**config.mk**
```make
export PLATFORM = sky130hd
export DESIGN_NAME = iencoder
export DESIGN_NICKNAME = d
export VERILOG_FILES = /design/src/rtl/iencoder.sv
export SDC_FILE = /design/constraint.sdc
export NUM_CORES = 1
export LEC_CHECK = 0
export ABC_AREA = 1
export BUFFER_PORTS_ARGS = -buffer_cell sky130_fd_sc_hd__buf_2
export CORE_ASPECT_RATIO = 0.9
export CORE_MARGIN = 3
export CORE_UTILIZATION = 50
export DETAILED_ROUTE_END_ITERATION = 7
export GPL_TIMING_DRIVEN = 0
export MAX_ROUTING_LAYER = met4
export PLACE_DENSITY_LB_ADDON = 0.15
export SLEW_MARGIN = 20
export SYNTH_ARGS = -nofsm -noshare
export SYNTH_HDL_FRONTEND = slang
export SYNTH_SLANG_ARGS = --single-unit
```
**constraint.sdc**
```tcl
create_clock -name clk -period 2.01 [get_ports clk]
set_clock_uncertainty 0.1 [all_clocks]
set_input_delay 0.402 -clock clk [delete_from_list [all_inputs] [get_ports clk]]
set_output_delay 0.402 -clock clk [all_outputs]
set_load 0.01 [all_outputs]
```
**src/rtl/iencoder.sv**
```systemverilog
// ---------------------------------------------------------------------------
// iencoder
//   Instruction encoder and program loader for the ARM32CPU instruction RAM.
//   Takes one decoded field bundle per handshake, using the decoder's field
//   set and its 7-bit internal opcode encoding. Re-packs the bundle into a
//   32-bit ARM word and writes it into instruction memory at an
//   auto-incrementing address. On request it terminates the program with a
//   HALT word placed at the next free address.
//
// Parameters
//   ADDR_W    instruction-memory address width
//   DEPTH     usable memory words (2 <= DEPTH <= 2**ADDR_W); the last word
//             is always kept free for the terminating HALT
//
// Ports
//   clk, rst_n        clock (rising edge) / async active-low reset
//   start             one-cycle pulse: clear address and flags, enter RUN
//   finish            request the terminating HALT write (sampled in RUN)
//   in_valid/in_ready field-bundle handshake
//   sys               opcode 00/01 mean NOP/HALT instead of ADD/SUB (reg)
//   cond..imm24       decoded instruction fields
//   mem_we/addr/wdata instruction-RAM write port (registered, 1-cycle pulse)
//   done              HALT written, program complete (held until start)
//   err               sticky: an unencodable bundle was received
// ---------------------------------------------------------------------------
module iencoder #(
    parameter int ADDR_W = 8,
    parameter int DEPTH  = 256
) (
    input  logic              clk,
    input  logic              rst_n,
    input  logic              start,
    input  logic              finish,
    input  logic              in_valid,
    output logic              in_ready,
    input  logic              sys,
    input  logic [3:0]        cond,
    input  logic [6:0]        opcode,
    input  logic              en_status,
    input  logic [3:0]        rn,
    input  logic [3:0]        rd,
    input  logic [3:0]        rs,
    input  logic [3:0]        rm,
    input  logic [1:0]        shift_op,
    input  logic [4:0]        imm5,
    input  logic [11:0]       imm12,
    input  logic [23:0]       imm24,
    output logic              mem_we,
    output logic [ADDR_W-1:0] mem_addr,
    output logic [31:0]       mem_wdata,
    output logic              done,
    output logic              err
);

    typedef enum logic [1:0] {
        S_IDLE = 2'd0,
        S_RUN  = 2'd1,
        S_FIN  = 2'd2,
        S_DONE = 2'd3
    } state_t;

    // Highest address; reserved for the terminating HALT.
    localparam logic [ADDR_W-1:0] LAST_ADDR = ADDR_W'(DEPTH - 1);

    // Terminating HALT always uses the AL condition.
    localparam logic [31:0] HALT_WORD = {4'hE, 28'h1000000};

    state_t              r_state;
    logic [ADDR_W-1:0]   r_wr_ptr;
    logic                r_halt_issued;
    logic                r_mem_we;
    logic [ADDR_W-1:0]   r_mem_addr;
    logic [31:0]         r_mem_wdata;
    logic                r_done;
    logic                r_err;

    logic                w_fire;
    logic [3:0]          w_alu4;
    logic                w_alu_ok;
    logic                w_s;
    logic [31:0]         w_word;
    logic                w_ok;

    // No combinational dependence on finish, so a bundle can be accepted in
    // the same cycle that finish is raised.
    assign in_ready = (r_state == S_RUN) && (r_wr_ptr < LAST_ADDR);
    assign w_fire   = in_valid && in_ready;

    // -----------------------------------------------------------------------
    // ALU index -> ARM data-processing opcode field
    // -----------------------------------------------------------------------
    always_comb begin
        w_alu4   = 4'b0000;
        w_alu_ok = 1'b1;
        case (opcode[3:0])
            4'h0:    w_alu4 = 4'b0100; // ADD
            4'h1:    w_alu4 = 4'b0010; // SUB
            4'h2:    w_alu4 = 4'b1010; // CMP
            4'h3:    w_alu4 = 4'b0000; // AND
            4'h4:    w_alu4 = 4'b1100; // ORR
            4'h5:    w_alu4 = 4'b0001; // EOR
            4'h8:    w_alu4 = 4'b1101; // MOV
            default: w_alu_ok = 1'b0;
        endcase
    end

    // CMP only exists to set flags, so its S bit is never left clear.
    assign w_s = en_status || (opcode[3:0] == 4'h2);

    // -----------------------------------------------------------------------
    // Field bundle -> 32-bit ARM word; w_ok low means unencodable
    // -----------------------------------------------------------------------
    always_comb begin
        w_word = 32'h0;
        w_ok   = 1'b0;
        if (sys) begin
            // With sys set only NOP/HALT are meaningful.
            if (opcode == 7'h00) begin
                w_word = {cond, 28'h320F000};
                w_ok   = 1'b1;
            end else if (opcode == 7'h01) begin
                w_word = {cond, 28'h1000000};
                w_ok   = 1'b1;
            end
        end else begin
            case (opcode[6:4])
                3'h0: begin // register operand, immediate shift amount
                    w_word = {cond, 3'b000, w_alu4, w_s, rn, rd,
                              imm5, shift_op, 1'b0, rm};
                    w_ok   = w_alu_ok;
                end
                3'h1: begin // 12-bit immediate operand
                    w_word = {cond, 3'b001, w_alu4, w_s, rn, rd, imm12};
                    w_ok   = w_alu_ok;
                end
                3'h2: begin // register operand shifted by register
                    w_word = {cond, 3'b000, w_alu4, w_s, rn, rd,
                              rs, 1'b0, shift_op, 1'b1, rm};
                    w_ok   = w_alu_ok;
                end
                3'h4: begin // branches
                    case (opcode[3:0])
                        4'h0: begin
                            w_word = {cond, 4'b1010, imm24};
                            w_ok   = 1'b1;
                        end
                        4'h4: begin
                            w_word = {cond, 4'b1011, imm24};
                            w_ok   = 1'b1;
                        end
                        4'h1: begin
                            w_word = {cond, 24'h12FFF1, rm};
                            w_ok   = 1'b1;
                        end
                        4'h5: begin
                            w_word = {cond, 24'h12FFF3, rm};
                            w_ok   = 1'b1;
                        end
                        default: w_ok = 1'b0;
                    endcase
                end
                default: w_ok = 1'b0;
            endcase
        end
    end

    // -----------------------------------------------------------------------
    // Control FSM with registered memory-port outputs
    // -----------------------------------------------------------------------
    always_ff @(posedge clk or negedge rst_n) begin
        if (!rst_n) begin
            r_state       <= S_IDLE;
            r_wr_ptr      <= '0;
            r_halt_issued <= 1'b0;
            r_mem_we      <= 1'b0;
            r_mem_addr    <= '0;
            r_mem_wdata   <= 32'h0;
            r_done        <= 1'b0;
            r_err         <= 1'b0;
        end else begin
            // Write strobe is a single-cycle pulse unless re-armed below.
            r_mem_we <= 1'b0;
            if (start) begin
                // start overrides finish and any bundle offered this cycle,
                // which also drops a write that would otherwise be issued.
                r_state       <= S_RUN;
                r_wr_ptr      <= '0;
                r_halt_issued <= 1'b0;
                r_done        <= 1'b0;
                r_err         <= 1'b0;
            end else begin
                case (r_state)
                    S_RUN: begin
                        if (w_fire) begin
                            if (w_ok) begin
                                r_mem_we    <= 1'b1;
                                r_mem_addr  <= r_wr_ptr;
                                r_mem_wdata <= w_word;
                                r_wr_ptr    <= r_wr_ptr + ADDR_W'(1);
                            end else begin
                                // Consumed, not written; address unchanged.
                                r_err <= 1'b1;
                            end
                        end
                        if (finish)
                            r_state <= S_FIN;
                    end
                    S_FIN: begin
                        // First edge in FIN emits HALT at the next free
                        // address; the following edge declares completion.
                        if (!r_halt_issued) begin
                            r_mem_we      <= 1'b1;
                            r_mem_addr    <= r_wr_ptr;
                            r_mem_wdata   <= HALT_WORD;
                            r_halt_issued <= 1'b1;
                        end else begin
                            r_state       <= S_DONE;
                            r_done        <= 1'b1;
                            r_halt_issued <= 1'b0;
                        end
                    end
                    default: ; // IDLE and DONE wait for start
                endcase
            end
        end
    end

    assign mem_we    = r_mem_we;
    assign mem_addr  = r_mem_addr;
    assign mem_wdata = r_mem_wdata;
    assign done      = r_done;
    assign err       = r_err;

endmodule
```
==> impl_metrics.yaml, run 1 <==
outcome:
  status: "finished clean"
power:
  total_power_mw: 2.71
  power_leakage_nw: 2.45
  p_per_area_nw_per_um2: 656
  irDropWorstVdd_mv: 0.403
detailed_routing:
  dr.first_iter.drc_count: 251
  vias: 3608
  routed_via_density: 5.13
  first_pass_iters: 5
  wl_per_cell_um: 14.2
  postRouteAntennaNets: 0
  post-route-drc-count: 0
  totalWireLength_um: 9990
placement:
  place_congestion: 0.925
  preCtsSetupSlack_ns: -0.315
  portBuffers: 118
  dp_hpwl_um: 7660
  placed_cell_area_sq_um: 3920
timing:
  max_freq_ghz: 0.514
  slew_violations: 0
  period_minus_slack_ns: 1.94
  setup_viol: 0
  fin_crit_sh: 0.968
  finalHoldViolations: 0
  worstMarginPinSlew_ns: 0.660
  worst_slack_ns: 0.0652
  maxSlewHeadroom: 0.560
global_routing:
  grt_pass1_wl_um: 16400
  antenna_found_initial: 0
  grt_pass1_vias: 3494
  grtUsageTotal: 0.285
  overflow: 0
  grt_max_degree: 54
finish:
  fillers: 613
  layout-drive-gt1-share: 0.276
  diodes: 0
  final-seq-area_sq_um: 1330
  syn2layout_area_growth_pct: 28.6
  multi_input_comb_area_sq_um: 1700
  postLayoutCellArea_sq_um: 4140
  layout.nets: 696
synth:
  synth_area_sq_um: 3220
  syn_avg_cell_area_sq_um: 6.65
  synth_seq_cells: 53
  ys_types: 25
  yosys_warnings: 0
  synth_nets: 564
  syn_inst: 484
  yosysSeqAreaShare: 0.412
worst_setup_path:
  path_class: "reg -> out"
  slowest_delay_ns: 0.38
  cp.arrival_ns: 1.44
  reg2reg_to: "mem_addr[6]$_DFFE_PN0P_"
  cp_top_family: "flip-flops"
  end_kind: "primary output"
  cp_num_cells: 7
  r2r_cells: 13
  path_buf_inv: 2
  worstSetupStartpoint: "r_wr_ptr[0]$_DFFE_PN0P_"
  critPathCapture: "in_ready"
  r2r_slack_ns: 0.10
  crit_slowest_cell: "dfrtp_1"
  cpMostUsedCell: "nand2_2"
  crit_required_ns: 1.51
  cp-start-kind: "flop"
  cp_cell_sequence: "ha_2 > nand2_2 > nor2_4 > nand2_2 > nand2_4 > inv_2 > buf_2"
  rr_startpoint: "r_wr_ptr[1]$_DFFE_PN0P_"
  cp_max_fo: 3
die:
  floorplan.initialDensity: 0.520
  fp-row-count: 27
  ioPinCount: 121
  core_sq_um: 6180
  dieHeight_um: 82.1
  die_width_um: 90.6
  die-area_sq_um: 7430
min_path:
  hold_class: "in -> async"
clocking:
  cts_sinks: 53
  insertion_delay_ns: 0.32
  h-tree-depth: 2
  cts_tree: "built"
  cts.clk_slew.worst_paths_ns: 0.10
  ctsRootBufferMaster: "clkbuf_8"
  cts_inserted_buffers: 5
  clock_path_buffers: 2
run:
  maxCapViolations: 0
[layout by cell type (no fill, tap or decap), types with 2 or more instances in the layout]
cell / synthesis / final
a21oi_1: 20 / 19
buf_2: 8 / 124
buf_4: 2 / 10
buf_6: 3 / 4
clkbuf_1: 7 / 5
clkbuf_8: 0 / 5
clkinvlp_4: 0 / 2
dfrtp_1: 53 / 52
ha_2: 0 / 2
inv_1: 33 / 32
inv_2: 2 / 3
nand2_1: 207 / 204
nand2_2: 3 / 4
nand2_4: 0 / 2
nand3_1: 63 / 63
nand3_2: 2 / 2
nor2_1: 44 / 40
nor2_4: 2 / 5
nor3_1: 4 / 4
nor3b_1: 3 / 3
o21ai_0: 16 / 16
xor2_1: 3 / 3
[routing by layer]
metal / global-route usage / routed length [um] / vias to the layer above
met3: 0.0408 / 702 / 23
li1: - / - / 1792
met5: - / 0 / -
met2: 0.455 / 4530 / 153
met4: 0.113 / 236 / 0
met1: 0.374 / 4520 / 1640
[final cells by class]
| class | count | share of cell area |
|---|---|---|
| flip-flops and latches | 53 | 0.321 |
| plain buffers | 20 | 0.0305 |
| clock inverters | 3 | 0.00635 |
| inverters | 35 | 0.0318 |
| clock buffers | 5 | 0.0166 |
| repair buffers | 125 | 0.156 |
| well taps | 87 | 0.0263 |
| multi-input cells | 376 | 0.412 |
[logic make-up (layout without fill, tap and decap cells)]
| logic type | Yosys count | after routing | synth area share |
|---|---|---|---|
| compound gates | 38 | 38 | 0.0607 |
| xor+xnor | 3 | 3 | 0.00817 |
| fa+ha+maj | 3 | 3 | 0.0117 |
| buf+inv | 55 | 188 | 0.0766 |
| flops | 53 | 53 | 0.412 |
| other cells | 1 | 1 | 0.00117 |
| simple gates | 331 | 331 | 0.429 |
[cells in the mapped netlist (all sizes together)]
cell type,n,area [sq um]
nand3,65,335
clkbuf,7,26.3
nor3b,3,22.5
ha,3,37.5
xor2,3,26.3
nor3,4,20.0
nand4,1,6.26
nand3b,1,7.51
a21oi,20,100
o211ai,1,7.51
conb,1,3.75
o21ai,16,80.1
buf,13,88.8
nand2,210,796
dfrtp,53,1330
inv,35,131
or2,1,6.26
a21o,1,7.51
nor2,46,188
[flip-flops by register name, indices dropped and copies added, names as in the netlist]
signal,count
done,1
err,1
mem_addr,8
mem_wdata,31
mem_we,1
r_halt_issued,1
r_state,2
r_wr_ptr,8
[where the power goes]
| part | total [mW] | internal, mW | switching [mW] |
|---|---|---|---|
| clock | 0.651 | 0.254 | 0.397 |
| sequential | 1.26 | 1.19 | 0.0683 |
| combinational | 0.806 | 0.311 | 0.496 |
[worst min-delay path by stage]
stage / endpoint / from / cells after the start / slack, ns
3_5_place_dp: mem_wdata[19]$_DFFE_PN0P_ / mem_wdata[19]$_DFFE_PN0P_ / 2 / 0.35
3_3_place_gp: mem_wdata[16]$_DFFE_PN0P_ / mem_wdata[16]$_DFFE_PN0P_ / 2 / 0.35
2_1_floorplan: done$_DFFE_PN0P_ / rst_n / 0 / 0.006
5_1_grt: mem_addr[0]$_DFFE_PN0P_ / rst_n / 1 / 0.05
4_1_cts: mem_wdata[9]$_DFFE_PN0P_ / rst_n / 1 / 0.03
6_report: mem_wdata[9]$_DFFE_PN0P_ / rst_n / 1 / 0.006
[what timing repair did]
item / CTS / global route
setup buffers: 3 / 4
gates resized for setup: 7 / 18
endpoints found under the setup margin: 34 / 33
hold endpoints to repair: 0 / 0
hold buffers: 0 / 0
pin swaps: 1 / 5
[metrics by stage]
step | utilization | TNS (ns) | hold slack, ns | std cells
global placement | 0.633 | -2.41 | 0.349 | 689
floorplan | - | 0 | 0.00641 | 484
detailed placement | 0.634 | -4.13 | 0.353 | 689
global route | 0.669 | -0.0230 | 0.0478 | 704
finish | 0.669 | 0 | 0.00621 | 704
CTS | 0.656 | 0 | 0.0276 | 700
Power figures use the tool's default switching activity.
==> run 2: changes to the inputs <==
--- a/config.mk
+++ b/config.mk
@@ -6,7 +6,7 @@
 export NUM_CORES = 1
 export LEC_CHECK = 0
 export ABC_AREA = 1
-export BUFFER_PORTS_ARGS = -buffer_cell sky130_fd_sc_hd__buf_2
+export BUFFER_PORTS_ARGS = -buffer_cell sky130_fd_sc_hd__buf_4
 export CORE_ASPECT_RATIO = 0.9
 export CORE_MARGIN = 3
 export CORE_UTILIZATION = 50
==> impl_metrics.yaml, run 2 (synthesized netlist as in run 1, its figures left out) <==
die:
  floorplan.initialDensity: 0.520
  dieHeight_um: 82.1
  core_sq_um: 6180
  ioPinCount: 121
  die_width_um: 90.6
  die-area_sq_um: 7430
  fp-row-count: 27
timing:
  finalSetupTns_ns: 0
  worstMarginPinSlew_ns: 0.668
  maxSlewHeadroom: 0.555
  period_minus_slack_ns: 1.98
  fin_crit_sh: 0.986
  max_freq_ghz: 0.505
  finalHoldViolations: 0
  slew_violations: 0
  setup_viol: 0
  hold_slack_ns: 0.0124
worst_setup_path:
  cp_max_fo: 3
  cp-start-kind: "flop"
  cp_cell_sequence: "ha_4 > nand2_2 > nor2_4 > nand2_2 > nand2_2 > inv_1 > buf_4"
  rr_startpoint: "r_wr_ptr[1]$_DFFE_PN0P_"
  path_buf_inv: 2
  crit_slowest_cell: "dfrtp_1"
  path_class: "reg -> out"
  cp.arrival_ns: 1.48
  cpMostUsedCell: "nand2_2"
  slowest_delay_ns: 0.44
  end_kind: "primary output"
  worstSetupStartpoint: "r_wr_ptr[1]$_DFFE_PN0P_"
  cp_top_family: "flip-flops"
  crit_required_ns: 1.51
power:
  power_leakage_nw: 2.51
  irDropWorstVdd_mv: 0.362
  p_per_area_nw_per_um2: 637
  total_power_mw: 2.81
global_routing:
  met3_usage: 0.0353
  grtUsageTotal: 0.283
  overflow: 0
  grt_max_degree: 54
  antenna_found_initial: 0
  grt_pass1_wl_um: 16300
  grt_pass1_vias: 3530
  grt-busiest-layer: "met2"
  grt_use_met2: 0.473
  use_met1: 0.369
detailed_routing:
  vias: 3629
  routed_via_density: 5.18
  wl_per_cell_um: 14.8
  first_pass_iters: 7
  postRouteAntennaNets: 0
  post-route-drc-count: 0
  dr.first_iter.drc_count: 191
  totalWireLength_um: 10400
finish:
  diodes: 0
  instances_no_fill: 701
  layout-drive-gt1-share: 0.270
  syn2layout_area_growth_pct: 37.1
  layout.nets: 693
  largest_reg_flops: 31
  fin_util: 0.713
  final_cell_mix: "nand2_1 (204), buf_4 (125), nand3_1 (63), dfrtp_1 (52), nor2_1 (41)"
  final_common_cell: "nand2_1"
placement:
  portBuffers: 118
  place_congestion: 0.985
  dp_hpwl_um: 7860
  place_inst: 689
outcome:
  status: "finished clean"
clocking:
  cts_inserted_buffers: 5
  h-tree-depth: 2
  cts.clk_slew.worst_paths_ns: 0.10
  ctsRootBufferMaster: "clkbuf_8"
  insertion_delay_ns: 0.31
  cts_tree: "built"
  clock_path_buffers: 2
  cts_sinks: 53
  cts_hold_buf: 0
run:
  maxCapViolations: 0
min_path:
  hold_class: "in -> async"
run 2: timing repair:
action / 4_1_cts / 5_1_grt
gates resized for setup: 8 / 15
endpoints found under the hold margin: 0 / 0
buffers inserted: 2 / 3
pin swaps: 0 / 3
setup endpoints to repair: 34 / 35
run 2: through the flow:
stage                     setup WS [ns]  cell area [sq um]
after floorplan                   0.202               3220
after global placement           -0.202               4210
after detailed placement         -0.300               4210
after CTS                      0.000595               4340
after global routing            -0.0369               4410
final                            0.0291               4410
run 2: worst paths after layout:
check / to / slack [ns] / cells past startpoint
setup / recovery: in_ready / 0.03 / 7
hold / removal: mem_wdata[11]$_DFFE_PN0P_ / 0.01 / 1
setup reg to reg: mem_wdata[28]$_DFFE_PN0P_ / 0.09 / 13
hold reg to reg: mem_wdata[18]$_DFFE_PN0P_ / 0.38 / 2
max in group asynchronous: r_wr_ptr[3]$_DFFE_PN0P_ / 1.33 / 1
min in group clk: mem_we$_DFF_PN0_ / 0.23 / 3
run 2: power by group:
| group | internal [mW] | switching (mW) | total (mW) |
|---|---|---|---|
| combinational | 0.408 | 0.496 | 0.905 |
| clock | 0.254 | 0.382 | 0.637 |
| sequential | 1.19 | 0.0785 | 1.27 |
run 2: final cells by class:
cell class              count  area [sq um]
plain buffers              19           123
clock buffers               5          68.8
clock inverters             3          26.3
fillers                   537          1770
inverters                  35           131
multi-input cells         376          1700
flip-flops and latches     53          1330
well taps                  87           109
repair buffers            123           923
run 2: routing by layer:
| layer | vias up | part of all wire |
|---|---|---|
| li1 | 1781 | - |
| met1 | 1665 | 0.43 |
| met2 | 166 | 0.48 |
| met3 | 17 | 0.076 |
| met4 | 0 | 0.014 |
| met5 | - | 0 |
==> run 3: changes to the inputs <==
--- a/config.mk
+++ b/config.mk
@@ -14,6 +14,7 @@
 export GPL_TIMING_DRIVEN = 0
 export MAX_ROUTING_LAYER = met4
 export PLACE_DENSITY_LB_ADDON = 0.15
+export RECOVER_POWER = 25
 export SLEW_MARGIN = 20
 export SYNTH_ARGS = -nofsm -noshare
 export SYNTH_HDL_FRONTEND = slang
==> impl_metrics.yaml, run 3 (synthesized netlist as in run 1, its figures left out) <==
outcome:
  status: "finished clean"
die:
  dieHeight_um: 82.1
  floorplan.initialDensity: 0.520
  fp-row-count: 27
  die_width_um: 90.6
  die-area_sq_um: 7430
  ioPinCount: 121
  core_sq_um: 6180
global_routing:
  grtUsageTotal: 0.283
  grt_use_met2: 0.473
  grt_pass1_vias: 3530
  grt_max_degree: 54
  grt-busiest-layer: "met2"
  use_met1: 0.369
  grt_pass1_wl_um: 16300
  met3_usage: 0.0353
  antenna_found_initial: 0
  overflow: 0
detailed_routing:
  post-route-drc-count: 0
  dr.first_iter.drc_count: 191
  wl_per_cell_um: 14.8
  totalWireLength_um: 10400
  vias: 3634
  first_pass_iters: 6
  postRouteAntennaNets: 0
  routed_via_density: 5.18
finish:
  final_common_cell: "nand2_1"
  fin_util: 0.713
  final_cell_mix: "nand2_1 (204), buf_4 (124), nand3_1 (63), dfrtp_1 (52), nor2_1 (41)"
  largest_reg_flops: 31
  layout-drive-gt1-share: 0.270
  syn2layout_area_growth_pct: 37.0
  layout.nets: 693
  diodes: 0
  multi_input_comb_area_sq_um: 1700
  fillers: 538
  final-seq-area_sq_um: 1330
worst_setup_path:
  crit_slowest_cell: "dfrtp_1"
  slowest_delay_ns: 0.44
  cp-start-kind: "flop"
  rr_startpoint: "r_wr_ptr[1]$_DFFE_PN0P_"
  cp_cell_sequence: "ha_4 > nand2_2 > nor2_4 > nand2_2 > nand2_2 > inv_1 > buf_4"
  cp.arrival_ns: 1.48
  cpMostUsedCell: "nand2_2"
  path_class: "reg -> out"
  path_buf_inv: 2
  worstSetupStartpoint: "r_wr_ptr[1]$_DFFE_PN0P_"
  cp_max_fo: 3
  end_kind: "primary output"
  cp_top_family: "flip-flops"
  crit_required_ns: 1.51
placement:
  preCtsSetupSlack_ns: -0.300
  portBuffers: 118
  place_congestion: 0.985
  dp_hpwl_um: 7860
min_path:
  hold_class: "in -> reg"
  worstHoldStart: "start"
power:
  p_per_area_nw_per_um2: 637
  total_power_mw: 2.81
  power_leakage_nw: 2.51
  irDropWorstVdd_mv: 0.360
timing:
  period_minus_slack_ns: 1.98
  slew_violations: 0
  max_freq_ghz: 0.504
  worstMarginPinSlew_ns: 1.31
  setup_viol: 0
  finalHoldViolations: 0
  fin_crit_sh: 0.986
  maxSlewHeadroom: 0.125
  worst_slack_ns: 0.0277
clocking:
  ctsRootBufferMaster: "clkbuf_8"
  clock_path_buffers: 2
  cts_sinks: 53
  insertion_delay_ns: 0.31
  h-tree-depth: 2
  cts_inserted_buffers: 5
  cts_tree: "built"
  cts.clk_slew.worst_paths_ns: 0.10
run:
  maxCapViolations: 0
run 3: cell types whose count changed in the layout (fill, tap and decap cells not counted), sizes merged:
cell    change
clkbuf      +1
buf         -1
run 3: worst paths after layout:
| kind | slack, ns | end | cells past startpoint |
|---|---|---|---|
| max | 0.03 | in_ready | 7 |
| max in group asynchronous | 0.68 | r_wr_ptr[3]$_DFFE_PN0P_ | 1 |
| min reg2reg | 0.38 | mem_wdata[18]$_DFFE_PN0P_ | 2 |
| max reg2reg | 0.08 | mem_wdata[28]$_DFFE_PN0P_ | 13 |
| min in group asynchronous | 0.27 | mem_wdata[11]$_DFFE_PN0P_ | 1 |
| min | 0.23 | mem_we$_DFF_PN0_ | 3 |
run 3: worst register-to-register path, stage by stage (launching register included):
cell and delay, ns:
dfrtp_1 0.45, ha_4 0.19, nand2_2 0.10, nor2_4 0.06
nand2_2 0.06, nand2_2 0.06, nor2_2 0.12, nand3_2 0.11
nand2_4 0.10, nand2_2 0.08, buf_6 0.15, buf_6 0.14
nand2_1 0.06, nand2_1 0.05
run 3: area by class of cell:
type	count	share of cell area
Multi-Input combinational cell	376	0.386
Sequential cell	53	0.301
Timing Repair Buffer	123	0.209
Inverter	35	0.0298
Buffer	19	0.0278
Tap cell	87	0.0247
Clock buffer	5	0.0156
Clock inverter	3	0.00596
run 3: repair_timing:
action,4_1_cts,5_1_grt
setup endpoints to repair,34,35
buffers inserted,2,3
gates resized for setup,8,15
hold buffers,0,0
pin swaps,0,3
run 3: through the flow:
stage,std cells,hold WS (ns),setup TNS [ns],cell area [sq um]
global route,701,0.239,-0.0449,4410
global placement,689,0.355,-2.51,4210
CTS,699,0.0413,0,4340
finish,701,0.228,0,4410
detailed placement,689,0.361,-4.39,4210
floorplan,484,0.00641,0,3220
run 3: power by group:
group / switching [mW] / internal (mW) / total (mW)
clock: 0.379 / 0.254 / 0.633
sequential: 0.0786 / 1.19 / 1.27
combinational: 0.497 / 0.408 / 0.905
run 3: layer usage:
layer  part of all wire  routed length [um]
met2               0.48                4950
met1               0.44                4560
met5                  0                   0
met3              0.069                 711
met4              0.014                 146
